**config.mk**
```make
export PLATFORM = sky130hd
export DESIGN_NAME = pipe_ctrl
export DESIGN_NICKNAME = d
export VERILOG_FILES = /design/src/rtl/pipe_ctrl_pkg.sv /design/src/rtl/pipe_ctrl_hazard_detect.sv /design/src/rtl/pipe_ctrl.sv
export SDC_FILE = /design/constraint.sdc
export NUM_CORES = 1
export LEC_CHECK = 0
export CORE_MARGIN = 10
export CORE_UTILIZATION = 52
export DETAILED_ROUTE_END_ITERATION = 6
export PLACE_DENSITY = 0.85
export SYNTH_ARGS = -nofsm -noshare
export SYNTH_HDL_FRONTEND = slang
export SYNTH_SLANG_ARGS = --single-unit
```
**constraint.sdc**
```tcl
create_clock -name clk -period 4.3 [get_ports clk]
set_clock_uncertainty 0.05 [all_clocks]
set_input_delay 0.86 -clock clk [delete_from_list [all_inputs] [get_ports clk]]
set_output_delay 0.86 -clock clk [all_outputs]
set_load 0.05 [all_outputs]
```
**src/rtl/pipe_ctrl_pkg.sv**
```systemverilog
// Shared definitions for the pipeline sequencing controller:
// FSM state encoding, register index width default and the bubble instruction.
package pipe_ctrl_pkg;

  typedef enum logic [1:0] {
    RUN      = 2'd0,
    MEM_WAIT = 2'd1,
    DROP     = 2'd2
  } state_t;

  localparam int REG_IDX_W_DEF = 5;

  // addi x0, x0, 0 -- what a flushed stage register carries (with pc 0)
  localparam logic [31:0] NOP_INSN = 32'h0000_0013;

endpackage

```
**src/rtl/pipe_ctrl_hazard_detect.sv**
```systemverilog
// Load-use comparator: the ID instruction reads a register that the load
// currently in EX has not produced yet. Register 0 never hazards.
module hazard_detect
  import pipe_ctrl_pkg::*;
#(
  parameter int REG_IDX_W = REG_IDX_W_DEF
) (
  input  logic [REG_IDX_W-1:0] id_rs1,
  input  logic [REG_IDX_W-1:0] id_rs2,
  input  logic                 id_rs1_used,
  input  logic                 id_rs2_used,
  input  logic [REG_IDX_W-1:0] ex_rd,
  input  logic                 ex_is_load,
  output logic                 lu_stall
);

  logic rd_live;

  assign rd_live  = ex_is_load && (ex_rd != '0);
  assign lu_stall = rd_live && ((id_rs1_used && (id_rs1 == ex_rd)) ||
                                (id_rs2_used && (id_rs2 == ex_rd)));

endmodule

```
**src/rtl/pipe_ctrl.sv**
```systemverilog
// Pipeline sequencing controller: Mealy stage enables/flushes for a 5-stage
// core, wrong-path fetch tracking and saturating stall/flush counters.
module pipe_ctrl
  import pipe_ctrl_pkg::*;
#(
  parameter int CNT_WIDTH = 32,
  parameter int REG_IDX_W = REG_IDX_W_DEF
) (
  input  logic                 clk,
  input  logic                 rst,
  input  logic [REG_IDX_W-1:0] id_rs1,
  input  logic [REG_IDX_W-1:0] id_rs2,
  input  logic                 id_rs1_used,
  input  logic                 id_rs2_used,
  input  logic [REG_IDX_W-1:0] ex_rd,
  input  logic                 ex_is_load,
  input  logic                 ex_redirect,
  input  logic                 imem_busy,
  input  logic                 imem_valid,
  input  logic                 dmem_wait,
  output logic                 pc_wen,
  output logic                 if_id_wen,
  output logic                 id_ex_wen,
  output logic                 ex_mem_wen,
  output logic                 mem_wb_wen,
  output logic                 if_id_flush,
  output logic                 id_ex_flush,
  output logic                 mem_wb_flush,
  output logic [CNT_WIDTH-1:0] stall_cnt,
  output logic [CNT_WIDTH-1:0] flush_cnt
);

  state_t state, state_nxt;
  logic   lu_stall;
  logic   redirect_taken;

  hazard_detect #(.REG_IDX_W(REG_IDX_W)) u_hazard (
    .id_rs1      (id_rs1),
    .id_rs2      (id_rs2),
    .id_rs1_used (id_rs1_used),
    .id_rs2_used (id_rs2_used),
    .ex_rd       (ex_rd),
    .ex_is_load  (ex_is_load),
    .lu_stall    (lu_stall)
  );

  always_ff @(posedge clk) begin
    if (!rst) state <= RUN;
    else      state <= state_nxt;
  end

  always_comb begin
    pc_wen         = 1'b1;
    if_id_wen      = 1'b1;
    id_ex_wen      = 1'b1;
    ex_mem_wen     = 1'b1;
    mem_wb_wen     = 1'b1;
    if_id_flush    = 1'b0;
    id_ex_flush    = 1'b0;
    mem_wb_flush   = 1'b0;
    redirect_taken = 1'b0;
    state_nxt      = state;

    if (!rst) begin
      pc_wen       = 1'b0;
      if_id_wen    = 1'b0;
      id_ex_wen    = 1'b0;
      ex_mem_wen   = 1'b0;
      mem_wb_wen   = 1'b0;
      if_id_flush  = 1'b1;
      id_ex_flush  = 1'b1;
      mem_wb_flush = 1'b1;
      state_nxt    = RUN;
    end else if (dmem_wait) begin
      // Freeze everything; MEM_WB takes a bubble so WB does not repeat.
      pc_wen       = 1'b0;
      if_id_wen    = 1'b0;
      id_ex_wen    = 1'b0;
      ex_mem_wen   = 1'b0;
      mem_wb_flush = 1'b1;
      if (state == DROP) state_nxt = imem_valid ? MEM_WAIT : DROP;
      else               state_nxt = MEM_WAIT;
    end else if (ex_redirect) begin
      if_id_flush    = 1'b1;
      id_ex_flush    = 1'b1;
      redirect_taken = 1'b1;
      if (state == DROP || (imem_busy && !imem_valid)) state_nxt = DROP;
      else                                             state_nxt = RUN;
    end else if (state == DROP) begin
      // Wrong-path response is dropped; its arrival releases the new fetch.
      if_id_flush = 1'b1;
      pc_wen      = imem_valid;
      state_nxt   = imem_valid ? RUN : DROP;
    end else if (lu_stall) begin
      pc_wen      = 1'b0;
      if_id_wen   = 1'b0;
      id_ex_flush = 1'b1;
      state_nxt   = RUN;
    end else if (!imem_valid) begin
      pc_wen      = 1'b0;
      if_id_flush = 1'b1;
      state_nxt   = RUN;
    end else begin
      state_nxt = RUN;
    end
  end

  always_ff @(posedge clk) begin
    if (!rst) begin
      stall_cnt <= '0;
      flush_cnt <= '0;
    end else begin
      if (!pc_wen && (stall_cnt != '1))        stall_cnt <= stall_cnt + 1'b1;
      if (redirect_taken && (flush_cnt != '1)) flush_cnt <= flush_cnt + 1'b1;
    end
  end

endmodule

```
==> metrics.md <==
| Metric | Value |
|---|---|
| Status | completed |
| Initial antenna violation count | 0 |
| Worst Reg2Reg Path Length in Cells | 6 |
| Post-synthesis mux area share | 0.0171 |
| Die area | 0.0105 mm² |
| PostCTS Resize Cnt | 0 |
| Vias per cell | 5.87 |
| Minimum clock period | 3770 ps |
| # DRC | 0 |
| H-Tree Level Count | 3 |
| Post-route cell area | ~0.0047 mm² |
| Num rows | 29 |
| Final period utilization | 0.876 |
| Clk root buf | clkbuf_8 |
| Setup-failing EPs final | 0 |
| # port buffers | 95 |
| CTS clock-pin slew for the worst setup and hold paths | roughly 80 ps |
| Setup crit start kind | input port |
| Largest family of logic cells by synthesized area | simple AND/OR/NAND/NOR gates |
| First-pass GRT wire length | about 16,000 µm |
| Initial core utilization | 0.545 |
| Antenna Violating Nets Remaining | 0 |
| Worst relative slew slack | 0.500 |
| # hold bufs at CTS | 0 |
| Area leader, netlist | dfxtp_1 |
| Ant diodes | 0 |
| XOR/XNOR share of the synthesized area | 0.0995 |
| Synthesized net count | 451 |
| Yosys cell types | 45 |
| Register area | 0.00132 mm² |
| 1st-iter DRT viols | 178 |
| Pwr/cell area | 258 mW/mm² |
| TritonCTS clock tree | built |
| Worst vdd ir | approximately 0.17 mV |
| Post-synth EDFFs | 0 |
| CP endpoint kind | output pin |
| Max Slew Vio Count | 0 |
| Synth top area cells | dfxtp_1 38%, xnor2_1 6.2%, a21oi_1 4.3% |
| Worst EP required | 3390 ps |
| Asr flop ratio synth | 0 |
| Worst hold-check path type | register to register |
| Worst Hold End | stall_cnt[12] |
| Number of synthesized register bits | 66 |
| Total via count in the routed design | 3,480 |
| Complex-gate fraction of the synthesized area | 0.122 |
| Leakage | between 0.0015 and 0.002 µW |
| Layout cells sized above 1 | 0.0698 |
| Core area | about 0.0065 mm² |
| DPL Wire Length | 7180 µm |
| Synth Flop Type | dfxtp_1 |
| Clock sink total | 66 |
| Nets | 537 |
| FILL cells | 510 |
| Worst hold path depth | 2 |
| Deepest clock path buffer count | 2 |
| Reg2reg start | stall_cnt[0] |
| IO Pins | 96 |
| Cells after synthesis | 425 |
| Reg2Reg Capture Point | stall_cnt[8] |
| Crit Path Class | input port to output pin |
| Routability cong. | 0.836 |
| WL per Instance | 16.6 µm |
| CP max FO | 3 |
| Setup Buffers After CTS | 0 |
| Register-to-register setup slack | 1640 ps |
| Post-Syn Area | 0.00352 mm² |
| Hold Startpoint | stall_cnt[12] |
| Total CTS buffers | 9 |
| Vias in the first global route | between 3,000 and 4,000 |
| Ys Warns | 0 |
| Synth Area in Simple Gates | 0.339 |
| Fmax | 265 MHz |
| Setup repair after global routing missed its margin | false |
| Worst-Skew Late Latency | 340 ps |
| Die width | between 100 and 150 µm |
| Footprint of the multi-input gates | approximately 0.0021 mm² |
| Top-area cell type share of the netlist area | 0.375 |
| Sequential fraction of the synthesis area | 0.375 |
| Post-Route WL | between 9000 and 10,000 µm |
| Largest net degree at the start of global routing | 59 |
| Total Neg Setup Slack | 0 ps |
| Slew @ Worst Pin | 749 ps |
| All-Layer GR Usage | 0.186 |
| Die span in y | 102 µm |
| Syn Area/Cell | 8.29 µm² |
| Arr. time, crit path | 2860 ps |
| Dpl cell area | 0.00455 mm² |
| Area Overhead vs Synth | 34.4% |
| Synth Area in Adders | 0.00710 |
| First-pass DRT Iterations | 4 |
| GRT Residual Overflow | 0 |
| Final Hold Fails | 0 |
| Max Cap Violations | 0 |
critical path, cell delays in order:
cell and delay [ps]:
clkdlybuf4s50_1 550, xnor2_1 140, nand4_1 100, o22ai_1 370, nor2b_1 240, a21oi_1 80
o21ai_0 320, buf_12 190
per-layer routing:
| layer | GRT usage | part of all wire | up-vias |
|---|---|---|---|
| li1 | - | - | 1719 |
| met5 | 0 | 0 | - |
| met3 | 0.0405 | 0.054 | 13 |
| met4 | 0.0770 | 0.020 | 0 |
| met2 | 0.322 | 0.50 | 88 |
| met1 | 0.216 | 0.42 | 1660 |
report_power, final:
group	switching (µW)	internal [µW]	leakage [µW]	total, µW
clock	249	225	0.0000882	474
sequential	5.97	615	0.000532	621
combinational	73.7	55.6	0.000925	129
total	329	895	0.00155	1220
cells by family after synthesis:
kind of cell / after synthesis
AND/OR/NAND/NOR: 211
AO/OA/AOI/OAI: 70
flip-flops: 66
XOR/XNOR: 40
buffers and inverters: 30
multiplexers: 6
adder cells (fa/ha/maj): 2
synthesized netlist by cell type (5+ instances only):
master	n
dfxtp_1	66
inv_1	7
o21ai_0	13
or3_1	10
and4_1	9
nor3_1	8
a21oi_1	30
xor2_1	15
nor4_1	6
and2_1	6
mux2i_1	6
o31ai_1	17
nand4_1	19
buf_2	5
xnor2_1	25
nand2b_1	7
nor2_1	39
or4_1	17
nand3_1	26
nand2_1	34
and3_1	12
clkbuf_1	11
buf_4	6
nor4b_1	5
cell type report:
cell class	instances	area share
inverters	7	0.00555
clock inverters	6	0.00899
flip-flops and latches	66	0.279
multi-input cells	329	0.437
clock buffers	10	0.0291
repair buffers	98	0.220
well taps	77	0.0203
cell usage in the layout (no fill, tap or decap), drive strengths merged, types with 2 or more instances in the layout:
cell type	Yosys	routed
and2	6	6
a21oi	31	31
ha	2	2
nor3b	2	2
clkinv	0	4
nor3	8	8
clkdlybuf4s50	0	88
inv	7	7
xor2	15	15
nor4	7	7
dfxtp	66	66
nor4b	5	5
nand2b	7	7
xnor2	25	25
o21ai	14	14
clkbuf	11	10
nand2	34	34
nand4	21	21
clkinvlp	0	2
nand3	26	26
or2	2	2
and3	13	13
nor2b	2	2
and4	9	9
or3	10	10
nor2	39	39
or4	18	18
o31ai	17	17
buf	12	10
mux2i	6	6
worst max-delay path by stage:
stage / slack, ps / from / to / depth (start not counted)
after floorplan: 310 / rst / if_id_wen / 4
after global placement: 620 / ex_rd[0] / id_ex_flush / 8
after detailed placement: 550 / ex_rd[0] / if_id_flush / 7
after CTS: 550 / ex_rd[0] / if_id_flush / 7
after global routing: 390 / ex_rd[0] / id_ex_flush / 8
final: 530 / ex_rd[0] / id_ex_flush / 8
sequential cells by signal (all words and copies together), names as in the netlist:
register / count
state: 2
stall_cnt: 32
flush_cnt: 32
metrics by stage:
step	hold WS [ps]	setup WS (ps)	total power [µW]	utilization	cells
after floorplan	497	314	705	-	425
after global placement	419	621	761	0.705	577
after detailed placement	428	552	764	0.705	577
after CTS	440	545	1230	0.733	593
after global routing	478	393	1260	0.733	593
final	435	532	1220	0.733	593
Power figures use the tool's default switching activity.
